File: src/rtl/ghost_io_bank.sv
// ghost_io_bank: Avalon-MM register bank for NUM_GHOSTS ghost channels.
// Each ghost has a software-written direction register and a synchronised,
// read-only status snapshot. Status changes latch per-ghost pending bits,
// which are masked and ORed into a single registered interrupt.
// Optional build macro GHOST_TIMESTAMP_EN adds a free-running 32-bit cycle
// counter and per-ghost TS registers capturing the count at each detected
// status change. These TS registers are read at offsets 2N+2..3N+1.
module ghost_io_bank #(
   parameter int NUM_GHOSTS = 4,
   parameter int DIR_W      = 16,
   parameter int STAT_W     = 16,
   parameter int ADDR_W     = 4,
   parameter logic [DIR_W-1:0] DIR_RESET = '0
) (
   input  logic                         clk_clk,
   input  logic                         reset_reset_n,
   input  logic [ADDR_W-1:0]            avs_address,
   input  logic                         avs_chipselect,
   input  logic                         avs_read,
   input  logic                         avs_write,
   input  logic [31:0]                  avs_writedata,
   output logic [31:0]                  avs_readdata,
   output logic [NUM_GHOSTS*DIR_W-1:0]  ghost_direction,
   input  logic [NUM_GHOSTS*STAT_W-1:0] ghost_status,
   output logic                         irq
);

   localparam int STAT_OFF = NUM_GHOSTS;
   localparam int PEND_OFF = 2 * NUM_GHOSTS;
   localparam int MASK_OFF = 2 * NUM_GHOSTS + 1;
`ifdef GHOST_TIMESTAMP_EN
   localparam int TS_OFF   = 2 * NUM_GHOSTS + 2;
`endif

   logic                         wr_en;
   logic                         rd_en;
   logic [NUM_GHOSTS*DIR_W-1:0]  dir_flat;
   logic [NUM_GHOSTS*STAT_W-1:0] stat_flat;
   logic [NUM_GHOSTS-1:0]        chg;
   logic [NUM_GHOSTS-1:0]        pend_q, pend_d;
   logic [NUM_GHOSTS-1:0]        mask_q, mask_d;
   logic                         irq_q, irq_d;
   logic [31:0]                  rdata_q, rdata_d;

   // Upper write-data bits are only consumed for wide DIR_W configurations.
   logic unused_wdata;
   assign unused_wdata = ^avs_writedata;

   assign wr_en           = avs_chipselect & avs_write;
   assign rd_en           = avs_chipselect & avs_read;
   assign ghost_direction = dir_flat;
   assign avs_readdata    = rdata_q;
   assign irq             = irq_q;

`ifdef GHOST_TIMESTAMP_EN
   logic [31:0]                  cnt_q, cnt_d;
   logic [NUM_GHOSTS*32-1:0]     ts_flat;

   // Free-running cycle counter, wraps naturally at 2^32.
   always_comb begin
      cnt_d = cnt_q + 32'd1;
   end

   // Cycle counter register.
   always_ff @(posedge clk_clk or negedge reset_reset_n) begin
      if (!reset_reset_n) cnt_q <= '0;
      else                cnt_q <= cnt_d;
   end
`endif

   genvar gi;
   generate
      for (gi = 0; gi < NUM_GHOSTS; gi++) begin : g_ghost
         logic [DIR_W-1:0]  dir_q,   dir_d;
         logic [STAT_W-1:0] sync1_q, sync1_d;
         logic [STAT_W-1:0] sync2_q, sync2_d;
         logic [STAT_W-1:0] stat_q,  stat_d;
         logic              chg_w;
`ifdef GHOST_TIMESTAMP_EN
         logic [31:0]       ts_q,    ts_d;
`endif

         // Direction write decode, status synchroniser and change detect.
         always_comb begin
            dir_d   = dir_q;
            if (wr_en && (avs_address == ADDR_W'(gi)))
               dir_d = avs_writedata[DIR_W-1:0];
            sync1_d = ghost_status[gi*STAT_W +: STAT_W];
            sync2_d = sync1_q;
            chg_w   = (sync2_q != stat_q);
            stat_d  = chg_w ? sync2_q : stat_q;
`ifdef GHOST_TIMESTAMP_EN
            ts_d    = chg_w ? cnt_q : ts_q;
`endif
         end

         // Per-ghost state registers.
         always_ff @(posedge clk_clk or negedge reset_reset_n) begin
            if (!reset_reset_n) begin
               dir_q   <= DIR_RESET;
               sync1_q <= '0;
               sync2_q <= '0;
               stat_q  <= '0;
`ifdef GHOST_TIMESTAMP_EN
               ts_q    <= '0;
`endif
            end else begin
               dir_q   <= dir_d;
               sync1_q <= sync1_d;
               sync2_q <= sync2_d;
               stat_q  <= stat_d;
`ifdef GHOST_TIMESTAMP_EN
               ts_q    <= ts_d;
`endif
            end
         end

         assign dir_flat[gi*DIR_W +: DIR_W]   = dir_q;
         assign stat_flat[gi*STAT_W +: STAT_W] = stat_q;
         assign chg[gi]                        = chg_w;
`ifdef GHOST_TIMESTAMP_EN
         assign ts_flat[gi*32 +: 32]           = ts_q;
`endif
      end
   endgenerate

   // Pending (W1C, set wins over clear), mask and interrupt next-state.
   always_comb begin
      pend_d = pend_q;
      if (wr_en && (avs_address == ADDR_W'(PEND_OFF)))
         pend_d = pend_q & ~avs_writedata[NUM_GHOSTS-1:0];
      pend_d = pend_d | chg;
      mask_d = mask_q;
      if (wr_en && (avs_address == ADDR_W'(MASK_OFF)))
         mask_d = avs_writedata[NUM_GHOSTS-1:0];
      irq_d  = |(pend_q & mask_q);
   end

   // Read mux: sampled from current register values, so a same-cycle
   // write to the addressed register is not visible until the next read.
   always_comb begin
      rdata_d = rdata_q;
      if (rd_en) begin
         rdata_d = '0;
         for (int i = 0; i < NUM_GHOSTS; i++) begin
            if (avs_address == ADDR_W'(i))
               rdata_d = 32'(dir_flat[i*DIR_W +: DIR_W]);
            if (avs_address == ADDR_W'(STAT_OFF + i))
               rdata_d = 32'(stat_flat[i*STAT_W +: STAT_W]);
`ifdef GHOST_TIMESTAMP_EN
            if (avs_address == ADDR_W'(TS_OFF + i))
               rdata_d = ts_flat[i*32 +: 32];
`endif
         end
         if (avs_address == ADDR_W'(PEND_OFF))
            rdata_d = 32'(pend_q);
         if (avs_address == ADDR_W'(MASK_OFF))
            rdata_d = 32'(mask_q);
      end
   end

   // Shared control and read-data registers.
   always_ff @(posedge clk_clk or negedge reset_reset_n) begin
      if (!reset_reset_n) begin
         pend_q  <= '0;
         mask_q  <= '0;
         irq_q   <= 1'b0;
         rdata_q <= '0;
      end else begin
         pend_q  <= pend_d;
         mask_q  <= mask_d;
         irq_q   <= irq_d;
         rdata_q <= rdata_d;
      end
   end

endmodule

File: config.mk
export PLATFORM = sky130hd
export DESIGN_NAME = ghost_io_bank
export DESIGN_NICKNAME = d
export VERILOG_FILES = /design/src/rtl/ghost_io_bank.sv
export SDC_FILE = /design/constraint.sdc
export NUM_CORES = 1
export LEC_CHECK = 0
export BUFFER_PORTS_ARGS = -buffer_cell sky130_fd_sc_hd__buf_2
export CORE_ASPECT_RATIO = 1.5
export CORE_MARGIN = 5
export CORE_UTILIZATION = 50
export CTS_CLUSTER_SIZE = 30
export DETAILED_ROUTE_END_ITERATION = 16
export GPL_TIMING_DRIVEN = 0
export HOLD_SLACK_MARGIN = 0.12
export PLACE_DENSITY = 0.77
export SLEW_MARGIN = 10
export SYNTH_ARGS = -nofsm -noshare
export SYNTH_HDL_FRONTEND = slang
export SYNTH_SLANG_ARGS = --single-unit
File: constraint.sdc
create_clock -name clk_clk -period 1.2 [get_ports clk_clk]
set_input_delay 0.06 -clock clk_clk [delete_from_list [all_inputs] [get_ports clk_clk]]
set_output_delay 0.06 -clock clk_clk [all_outputs]
set_load 0.02 [all_outputs]
# ---- Yosys cells after proc, flatten, opt, wreduce, memory -nomap -nowiden
# Index checks and enable logic that the tools add are counted.
dict set report totals {
  ff_bits 297
  latchBits 0
  mem_bits_rw 0
  romBits 0
  inputBits 105
  elab_cells 58
  mem_count 0
}
dict set report op_classes {
  add_sub_neg 0
  n_mul 0
  div_mod_pow 0
  magnitude_cmp 0
  n_eq_ne 13
  n_shift 0
  n_mux 11
  bitwise_logic 6
  reduce_logical 8
}
# operator n
set op_table {}
lappend op_table {{two-way mux 32 bit} 9}
lappend op_table {{!= test 16 bit} 4}
lappend op_table {{equality test 4 x 3 -> 1 bit, second input constant} 4}
lappend op_table {{two-way mux 16 bit} 1}
lappend op_table {{bitwise AND 4 bit} 2}
lappend op_table {{equality test 4 x 2 -> 1 bit, second input constant} 2}
lappend op_table {{equality test 4 bit, second input constant} 2}
lappend op_table {{logical AND 1 bit} 6}
lappend op_table {{equality test 4 x 1 -> 1 bit, second input constant} 1}
lappend op_table {{zero test 4 bit} 1}
lappend op_table {{two-way mux 4 bit} 1}
lappend op_table {{inverter 4 bit} 1}
lappend op_table {{bitwise OR 4 bit} 1}
lappend op_table {{OR reduction 4 bit} 1}
lappend op_table {{bitwise AND 1 bit} 2}

# ---- Longest topological paths before layout
# Gate-level depths: netlist of run 1.
dict set report logic_depth {
  depth_word 11
  mapped_depth 7
}

# ---- Least setup slack after synthesis of run 1
# Ideal clock, no wire load.
dict set report synth_timing {
  path_type {input -> register}
  start {input avs_address[3]}
  end {register g_ghost[2].dir_q[10]}
  setup_time_ps 125
  t_arrival_ps 1261
  slack_ps -186
  cell_stages 5
  n_path_buf 3
  path_cell_list {buf_6 or4_4 buf_6 buf_12 mux2_4}
}
dict set report synth_between {
  elab_chain_len 2
}
# element line
set synth_lines {}
lappend synth_lines {{start: declaration} 17} ;# input logic [ADDR_W-1:0] avs_address,
lappend synth_lines {{equality test 4 x 2 -> 1 bit} 86} ;# if (wr_en && (avs_address == ADDR_W'(gi)))
lappend synth_lines {{logical AND 1 bit} 86}
lappend synth_lines {{end signal: assignment} 108} ;# dir_q <= dir_d;
lappend synth_lines {{end: declaration} 74} ;# logic [DIR_W-1:0] dir_q, dir_d;
# Every way passes these cells.
# A chain may end at the register's enable or synchronous reset.

# ---- Worst setup path after layout of run 1
dict set report layout_timing {
  start {register g_ghost[0].stat_q[7]}
  end {register pend_q[0]}
}
dict set report layout_between {
  elab_chain_len 2
}
# element line
set layout_lines {}
lappend layout_lines {{start: declaration} 77} ;# logic [STAT_W-1:0] stat_q, stat_d;
lappend layout_lines {{start signal: assignment} 111} ;# stat_q <= stat_d;
lappend layout_lines {{!= test 16 bit} 90} ;# chg_w = (sync2_q != stat_q);
lappend layout_lines {{bitwise OR 4 bit} 132} ;# pend_d = pend_d | chg;
lappend layout_lines {{named net pend_d[0]} 40} ;# logic [NUM_GHOSTS-1:0] pend_q, pend_d;
lappend layout_lines {{end signal: assignment} 170} ;# pend_q <= pend_d;
lappend layout_lines {{end: declaration} 40}
# The timed path passes the listed nets, and every way through them passes these cells.

==> flow_summary.toml, run 1 <==
[status]
status = "complete, but fails checks"
violations = "hold timing, setup timing"

[sta]
whs_ns = -0.499
fmax_mhz = 602
fin_tns_setup_ns = -2.09
rsz0062_at_grt = "yes"
setup_ws_ns = -0.461
fin_crit_ns = 1.66
period_share = 1.38
final-hold-violation-count = 89
setup_viol = 20
tightest_slew_ns = 0.747
slew_headroom = 0.501
finClkSkew_ns = 0.0152
maxSlewViolCount = 0

[min_path]
min_path_type = "in2async"

[route]
wl_per_cell_um = 20.7
firstDrtPassIters = 5
wl_mm = 29.7
vias = 7597
ant_nets = 0
drtIter0Drc = 572
via_per_inst = 5.29
drc = 0

[synthesis]
ys_ff_latch = 281
synth-simple-area-share = 0.0744
synth_top_family_by_area = "multiplexers"
syn_inst = 829
synth-compound-area-share = 0.0721
synth_warnings = 0
synth.avg_cell_area_um2 = 13.1
synthMuxAreaShare = 0.0926
yosysSeqAreaShare = 0.649
synth_xor_area_frac = 0.0518
synthesis.area_um2 = 10800
synth_cell_types = 45
synthAdderAreaFrac = 0

[placed_design]
dp_hpwl_mm = 20.3
numPortBuffers = 168
dpl.cell_count = 1286
dp_slack_ns = -0.663
gp_congestion = 0.903

[grt]
grt_pass1_vias = 7988
grt_max_degree = 114
grt_pass1_wl_mm = 44.1
antenna_found_initial = 2
grt_overflow = 0
grt_usage = 0.232

[power_and_ir_drop]
vdd_drop_max_v = 0.00111
swShare = 0.273
net-switching-power_mw = 6.43
clockPowerShare = 0.363
internal-power_mw = 17.1
power_leakage_nw = 6.80
p_per_area_nw_per_um2 = 1610
sequentialPowerShare = 0.471
combPwrFrac = 0.166

[setup_path]
cpMaxStageDelayCell = "nor4_2"
path_class = "reg2reg"
crit_family = "simple AND/OR/NAND/NOR gates"
cp.required_ns = 1.62
reg2reg_slack_ns = -0.46
reg2reg_depth = 4
startpoint_type = "flip-flop"
cp_max_fo = 2
cp.buffers_inverters = 0
r2r-start = "g_ghost[0].stat_q[7]"
r2r_end = "pend_q[0]"
crit_chain = "xor2_1, nor4_2, nand4_1, a21o_1"
cpPeakStageDelay_ns = 0.44
end_kind = "flip-flop"
arrival_ns = 2.08

[clocking]
root_buffer = "clkbuf_16"
clock_sinks = 281
worstSkewPairLatency_ns = 0.53
ctsLongestPathBuffers = 3
path_clk_slew_ns = 0.07
cts_max_level = 1
cts_tree = "yes"
cts-hold-fix-buffers = 81
cts_buffers = 26

[floorplanning]
die_area_um2 = 24800
fp.dieW_um = 130
start_util = 0.503
rows = 66
core-area_um2 = 21600
ios = 202
fp.dieH_um = 190

[layout]
layout_common_cells = "dfrtp_1 (271), buf_2 (138), dlygate4sd3_1 (81)"
final_common_cell = "dfrtp_1"
layout.nets = 1247
drive_above_1_share = 0.358
stdcell_count = 1436
area_growth_pct = 35.0
nFillCells = 1482

[run]
drv_cap = 0
==> cell families (layout without fill, tap and decap cells) <==
group / Yosys count / count (layout)
compound gates: 103 / 103
buf+inv: 133 / 451
flops: 281 / 281
mux: 88 / 88
xor+xnor: 64 / 64
simple gates: 159 / 159
other cells: 1 / 18
==> metrics by stage <==
step	power, mW	instance area (um2)	util
2_1_floorplan	12.8	10900	-
3_3_place_gp	14.2	12100	0.562
3_5_place_dp	14.3	12200	0.565
4_1_cts	23.3	14300	0.662
5_1_grt	24.4	14600	0.678
6_report	23.6	14600	0.678
==> area by class of cell <==
| class | instances | area, um2 | share of cell area |
|---|---|---|---|
| Clock buffer | 30 | 717 | 0.0490 |
| Sequential cell | 281 | 7040 | 0.482 |
| Multi-Input combinational cell | 430 | 3530 | 0.241 |
| Timing Repair Buffer | 270 | 2120 | 0.145 |
| Buffer | 117 | 623 | 0.0426 |
| Tap cell | 272 | 340 | 0.0233 |
| Antenna cell | 2 | 5.00 | 0.000342 |
| Inverter | 16 | 60.1 | 0.00411 |
| Clock inverter | 18 | 181 | 0.0124 |
==> worst max-delay path by stage <==
stage,slack [ns],start,end,cells after the start
floorplan,-0.16,avs_address[3],g_ghost[2].dir_q[10],5
global placement,-4.84,reset_reset_n,g_ghost[0].sync2_q[1],1
detailed placement,-0.66,g_ghost[0].stat_q[4],pend_q[0],4
CTS,-0.46,g_ghost[0].stat_q[4],pend_q[0],4
global route,-0.46,g_ghost[0].stat_q[7],pend_q[0],4
finish,-0.46,g_ghost[0].stat_q[7],pend_q[0],4
==> sequential cells by signal (all words and copies together), names as in the netlist <==
name and cells:
avs_readdata 16, g_ghost.dir_q 64, g_ghost.stat_q 64, g_ghost.sync1_q 64, g_ghost.sync2_q 64, irq 1, mask_q 4, pend_q 4
==> routing by layer <==
layer,vias to the layer above,global-route usage,part of all wire
met5,-,0,0
met4,0,0.132,0.063
met3,87,0.0373,0.065
met2,321,0.393,0.51
met1,3771,0.277,0.37
li1,3418,-,-
==> repair_timing <==
| item | 4_1_cts | 5_1_grt |
|---|---|---|
| setup buffers | 10 | 11 |
| gates resized for setup | 67 | 93 |
| endpoints found under the setup margin | 36 | 57 |
| pin swaps | 29 | 31 |
| endpoints found under the hold margin | 306 | 92 |
==> cells in the mapped netlist (all sizes together) <==
cell type	count	share of area
and2	1	0.00058
o21ai	11	0.0051
nor2b	6	0.0035
dfrtp	281	0.65
a21oi	13	0.0060
a22oi	2	0.0014
a2111oi	4	0.0032
clkbuf	74	0.026
nand2b	5	0.0029
or3b	2	0.0018
mux2i	20	0.018
a2bb2oi	1	0.00081
inv	16	0.0055
mux2	68	0.074
nand4	4	0.0023
a22o	4	0.0032
o311a	22	0.020
buf	43	0.028
nor2	59	0.020
nor3	18	0.0088
a211o	1	0.00081
or3	14	0.0081
o32ai	4	0.0032
nand4b	2	0.0016
o31ai	1	0.00069
nand3b	3	0.0021
and3	1	0.00058
a32oi	1	0.00081
nand2	21	0.0073
o22ai	16	0.0092
or4	1	0.0010
conb	1	0.00035
nor4	16	0.0092
nor3b	5	0.0035
a211oi	8	0.0055
o2bb2ai	11	0.0089
xor2	64	0.052
and2b	1	0.00069
a21o	4	0.0028
==> power by group through the flow <==
stage,clock [mW],combinational (mW),sequential (mW)
floorplan,0,1.28,11.5
global placement,0,3.02,11.1
detailed placement,0,3.12,11.2
CTS,8.65,3.60,11.0
global route,9.03,4.17,11.2
finish,8.54,3.91,11.1
(Power assumes the default switching activity.)
==> inputs of run 2 (changes only) <==
- MAX_ROUTING_LAYER: default -> met4
==> flow_summary.toml, run 2 (synthesis results as in run 1) <==
[status]
status = "complete, but fails checks"
violations = "hold timing, setup timing"

[setup_path]
critPathLaunch = "g_ghost[0].stat_q[4]"
path_class = "reg2reg"
crit_chain = "xor2_1, nor4_2, nand4_1, a21o_1"
crit_family = "simple AND/OR/NAND/NOR gates"
end_kind = "flip-flop"
cpPeakStageDelay_ns = 0.42
cp.buffers_inverters = 0
startpoint_type = "flip-flop"
cp_max_fo = 2
arrival_ns = 2.02
cp.required_ns = 1.61
cpMaxStageDelayCell = "nor4_2"
r2r-start = "g_ghost[0].stat_q[4]"

[sta]
finClkSkew_ns = 0.0180
fin_tns_setup_ns = -2.09
fmax_mhz = 622
slew_headroom = 0.573
setup_ws_ns = -0.408
period_share = 1.34
maxSlewViolCount = 0
rsz0062_at_grt = "yes"
tightest_slew_ns = 0.639
whs_ns = -0.493
final-hold-violation-count = 82
setup_viol = 22
fin_crit_ns = 1.61

[route]
via_per_inst = 5.26
drtIter0Drc = 451
firstDrtPassIters = 5
wl_per_cell_um = 20.4
wl_mm = 29.3
ant_nets = 0
vias = 7556
drc = 0

[floorplanning]
ios = 202
rows = 66
fp.dieH_um = 190
die_area_um2 = 24800
fp.dieW_um = 130
start_util = 0.503
core-area_um2 = 21600

[layout]
drive_above_1_share = 0.346
layout_common_cells = "dfrtp_1 (269), buf_2 (143), dlygate4sd3_1 (82)"
antenna_cells = 0
stdcell_count = 1437
fin_util = 0.677
layout.nets = 1251
final_common_cell = "dfrtp_1"
area_growth_pct = 34.7

[clocking]
ctsLongestPathBuffers = 3
cts_buffers = 26
clock_sinks = 281
cts-hold-fix-buffers = 82
path_clk_slew_ns = 0.06
cts_tree = "yes"
root_buffer = "clkbuf_16"
worstSkewPairLatency_ns = 0.54
cts_max_level = 1

[placed_design]
dpl.cell_count = 1286
dp_hpwl_mm = 20.1
dp_slack_ns = -0.616
gp_congestion = 0.900
numPortBuffers = 168

[min_path]
min_path_type = "in2async"

[grt]
grt_pass1_wl_mm = 44.7
grt_pass1_vias = 8038
grt_overflow = 0
grt_max_degree = 110
grt_usage = 0.241
antenna_found_initial = 0

[power_and_ir_drop]
vdd_drop_max_v = 0.00104
p_per_area_nw_per_um2 = 1630
power_leakage_nw = 6.82

[run]
drv_cap = 0
## run 2: per-stage QoR
| step | hold WS (ns) | power [mW] | area (um2) |
|---|---|---|---|
| 3_5_place_dp | 0.0857 | 14.3 | 12200 |
| 5_1_grt | -0.443 | 24.6 | 14600 |
| 3_3_place_gp | 0.168 | 14.2 | 12100 |
| 4_1_cts | -0.471 | 23.5 | 14200 |
| 2_1_floorplan | -0.236 | 12.8 | 10900 |
| 6_report | -0.493 | 23.8 | 14600 |
## run 2: final timing paths
check / endpoint / slack (ns) / cells after the start
max in group asynchronous: g_ghost[1].stat_q[2] / 0.35 / 3
setup reg to reg: pend_q[0] / -0.41 / 4
hold reg to reg: g_ghost[2].sync2_q[14] / 0.34 / 0
hold / removal: g_ghost[2].sync1_q[10] / -0.49 / 1
min in group clk_clk: g_ghost[0].dir_q[3] / 0.07 / 4
setup / recovery: pend_q[0] / -0.41 / 4
## run 2: layer usage
layer | global-route usage | part of all wire | vias up
li1 | - | - | 3416
met1 | 0.291 | 0.36 | 3744
met2 | 0.392 | 0.52 | 316
met3 | 0.0350 | 0.063 | 80
met4 | 0.126 | 0.056 | 0
met5 | - | 0 | -
## run 2: cell type report
| type | instances | area (um2) |
|---|---|---|
| well taps | 272 | 340 |
| flip-flops and latches | 281 | 7050 |
| inverters | 16 | 60.1 |
| clock buffers | 38 | 777 |
| plain buffers | 117 | 623 |
| clock inverters | 9 | 151 |
| repair buffers | 274 | 2110 |
| fillers | 1473 | 6970 |
| multi-input cells | 430 | 3480 |
## run 2: repair_timing
action	4_1_cts	5_1_grt
pin swaps	27	45
setup endpoints to repair	35	58
hold endpoints to repair	267	94
resized for setup	49	88
buffers inserted	10	13
## run 2: where the power goes
part,switching [mW],internal (mW)
Combinational,2.03,1.83
Sequential,0.759,10.3
Clock,3.52,5.35
Total,6.31,17.5
==> inputs of run 3 (changes only) <==
==> constraint.sdc (replaced) <==
create_clock -name clk_clk -period 1.2 [get_ports clk_clk]
set_input_delay 0.06 -clock clk_clk [delete_from_list [all_inputs] [get_ports clk_clk]]
set_output_delay 0.06 -clock clk_clk [all_outputs]
set_load 0.01 [all_outputs]
==> flow_summary.toml, run 3 (synthesis results as in run 1) <==
[setup_path]
reg2reg_slack_ns = -0.40
cp_max_fo = 2
cp.required_ns = 1.61
r2r_end = "pend_q[0]"
worst-path-stages = 4
crit_chain = "xor2_1, nor4_2, nand4_1, a21o_1"
startpoint_type = "flip-flop"
cpMaxStageDelayCell = "nor4_2"
end_kind = "flip-flop"
arrival_ns = 2.02
path_class = "reg2reg"
cp.buffers_inverters = 0
r2r-start = "g_ghost[0].stat_q[0]"
cpPeakStageDelay_ns = 0.43
crit_family = "simple AND/OR/NAND/NOR gates"
reg2reg_depth = 4

[sta]
setup_viol = 21
final-hold-violation-count = 82
whs_ns = -0.496
period_share = 1.34
slew_headroom = 0.527
fmax_mhz = 624
setup_ws_ns = -0.403
finClkSkew_ns = 0.0104
tightest_slew_ns = 0.708
rsz0062_at_grt = "yes"
fin_tns_setup_ns = -2.03
maxSlewViolCount = 0
fin_crit_ns = 1.60

[power_and_ir_drop]
net-switching-power_mw = 5.79
power_leakage_nw = 6.81
clockPowerShare = 0.381
combPwrFrac = 0.141
swShare = 0.251
p_per_area_nw_per_um2 = 1600
sequentialPowerShare = 0.478
vdd_drop_max_v = 0.00103
power_mw = 23.1
internal-power_mw = 17.3

[route]
ant_nets = 0
via_per_inst = 5.25
vias = 7547
wl_mm = 28.4
drtIter0Drc = 417
wl_per_cell_um = 19.8
firstDrtPassIters = 5
drc = 0

[clocking]
clock_sinks = 281
worstSkewPairLatency_ns = 0.53
ctsLongestPathBuffers = 3
root_buffer = "clkbuf_16"
cts-hold-fix-buffers = 82
cts_buffers = 26
path_clk_slew_ns = 0.06
cts_max_level = 1
cts_tree = "yes"

[grt]
grt_pass1_vias = 7892
grt_max_degree = 110
antenna_found_initial = 0
grt_pass1_wl_mm = 43.9
grt_usage = 0.237
grt_overflow = 0

[layout]
multi_input_area_um2 = 3500
fin_util = 0.670
stdcell_count = 1437
final_common_cell = "dfrtp_1"
layout_common_cells = "dfrtp_1 (273), buf_2 (173), dlygate4sd3_1 (82)"
layout.nets = 1251
area_growth_pct = 33.4
register_area_um2 = 7040
drive_above_1_share = 0.348
antenna_cells = 0
nFillCells = 1495

[placed_design]
dp_hpwl_mm = 20.1
numPortBuffers = 168
dpl.cell_count = 1286
gp_congestion = 0.900

[status]
status = "complete, but fails checks"
violations = "hold timing, setup timing"

[floorplanning]
rows = 66
start_util = 0.503
core-area_um2 = 21600
ios = 202
die_area_um2 = 24800
fp.dieH_um = 190
fp.dieW_um = 130

[min_path]
min_path_type = "in2async"

[run]
drv_cap = 0
run 3: cell types whose count changed in the layout (fill, tap and decap cells not counted), moves of 4 or more:
cell	change
a211oi_2	+4
buf_4	-7
a211oi_1	-4
buf_2	+30
dfrtp_2	-4
dfrtp_1	+4
buf_6	-22
run 3: worst max path at each step:
stage | to | startpoint | slack [ns]
after detailed placement | pend_q[0] | g_ghost[0].stat_q[8] | -0.62
after global routing | pend_q[0] | g_ghost[0].stat_q[0] | -0.44
after global placement | g_ghost[0].sync2_q[1] | reset_reset_n | -4.83
final | pend_q[0] | g_ghost[0].stat_q[0] | -0.40
after CTS | pend_q[0] | g_ghost[0].stat_q[8] | -0.44
after floorplan | g_ghost[2].dir_q[10] | avs_address[3] | -0.16
run 3: layout make-up:
| class | count | share of cell area |
|---|---|---|
| timing repair buffer | 274 | 0.135 |
| inverter | 16 | 0.00416 |
| multi-input combinational | 430 | 0.243 |
| clock buffer | 38 | 0.0538 |
| sequential | 281 | 0.487 |
| tap | 272 | 0.0236 |
| clock inverter | 9 | 0.0105 |
| buffer | 117 | 0.0431 |
run 3: stage by stage:
step | instance area [um2] | setup slack [ns]
finish | 14500 | -0.403
global placement | 12100 | -4.83
CTS | 14100 | -0.438
global route | 14500 | -0.438
detailed placement | 12200 | -0.616
floorplan | 10900 | -0.163
run 3: timing repair:
| action | in CTS | in global routing |
|---|---|---|
| buffers inserted | 8 | 15 |
| setup endpoints to repair | 25 | 38 |
| pin swaps | 27 | 42 |
| gates resized for setup | 25 | 49 |
| endpoints found under the hold margin | 267 | 94 |
run 3: metal layers:
layer / up-vias / routed length (um) / track usage
met1: 3753 / 10600 / 0.284
met2: 291 / 14500 / 0.391
li1: 3417 / - / -
met5: - / 0 / -
met4: 0 / 1640 / 0.116
met3: 86 / 1640 / 0.0320
run 3: power groups by stage:
| stage | clock network [mW] | registers [mW] | logic [mW] |
|---|---|---|---|
| after floorplan | 0 | 11.2 | 1.26 |
| after global placement | 0 | 11.1 | 2.62 |
| after detailed placement | 0 | 11.2 | 2.71 |
| after CTS | 8.97 | 11.0 | 3.06 |
| after global routing | 9.36 | 11.1 | 3.52 |
| final | 8.81 | 11.0 | 3.25 |
run 3: worst register-to-register path, stage by stage, from the launching register on:
cell     delay, ns
dfrtp_1       0.40
xor2_1        0.18
nor4_2        0.43
nand4_1       0.27
a21o_1        0.22
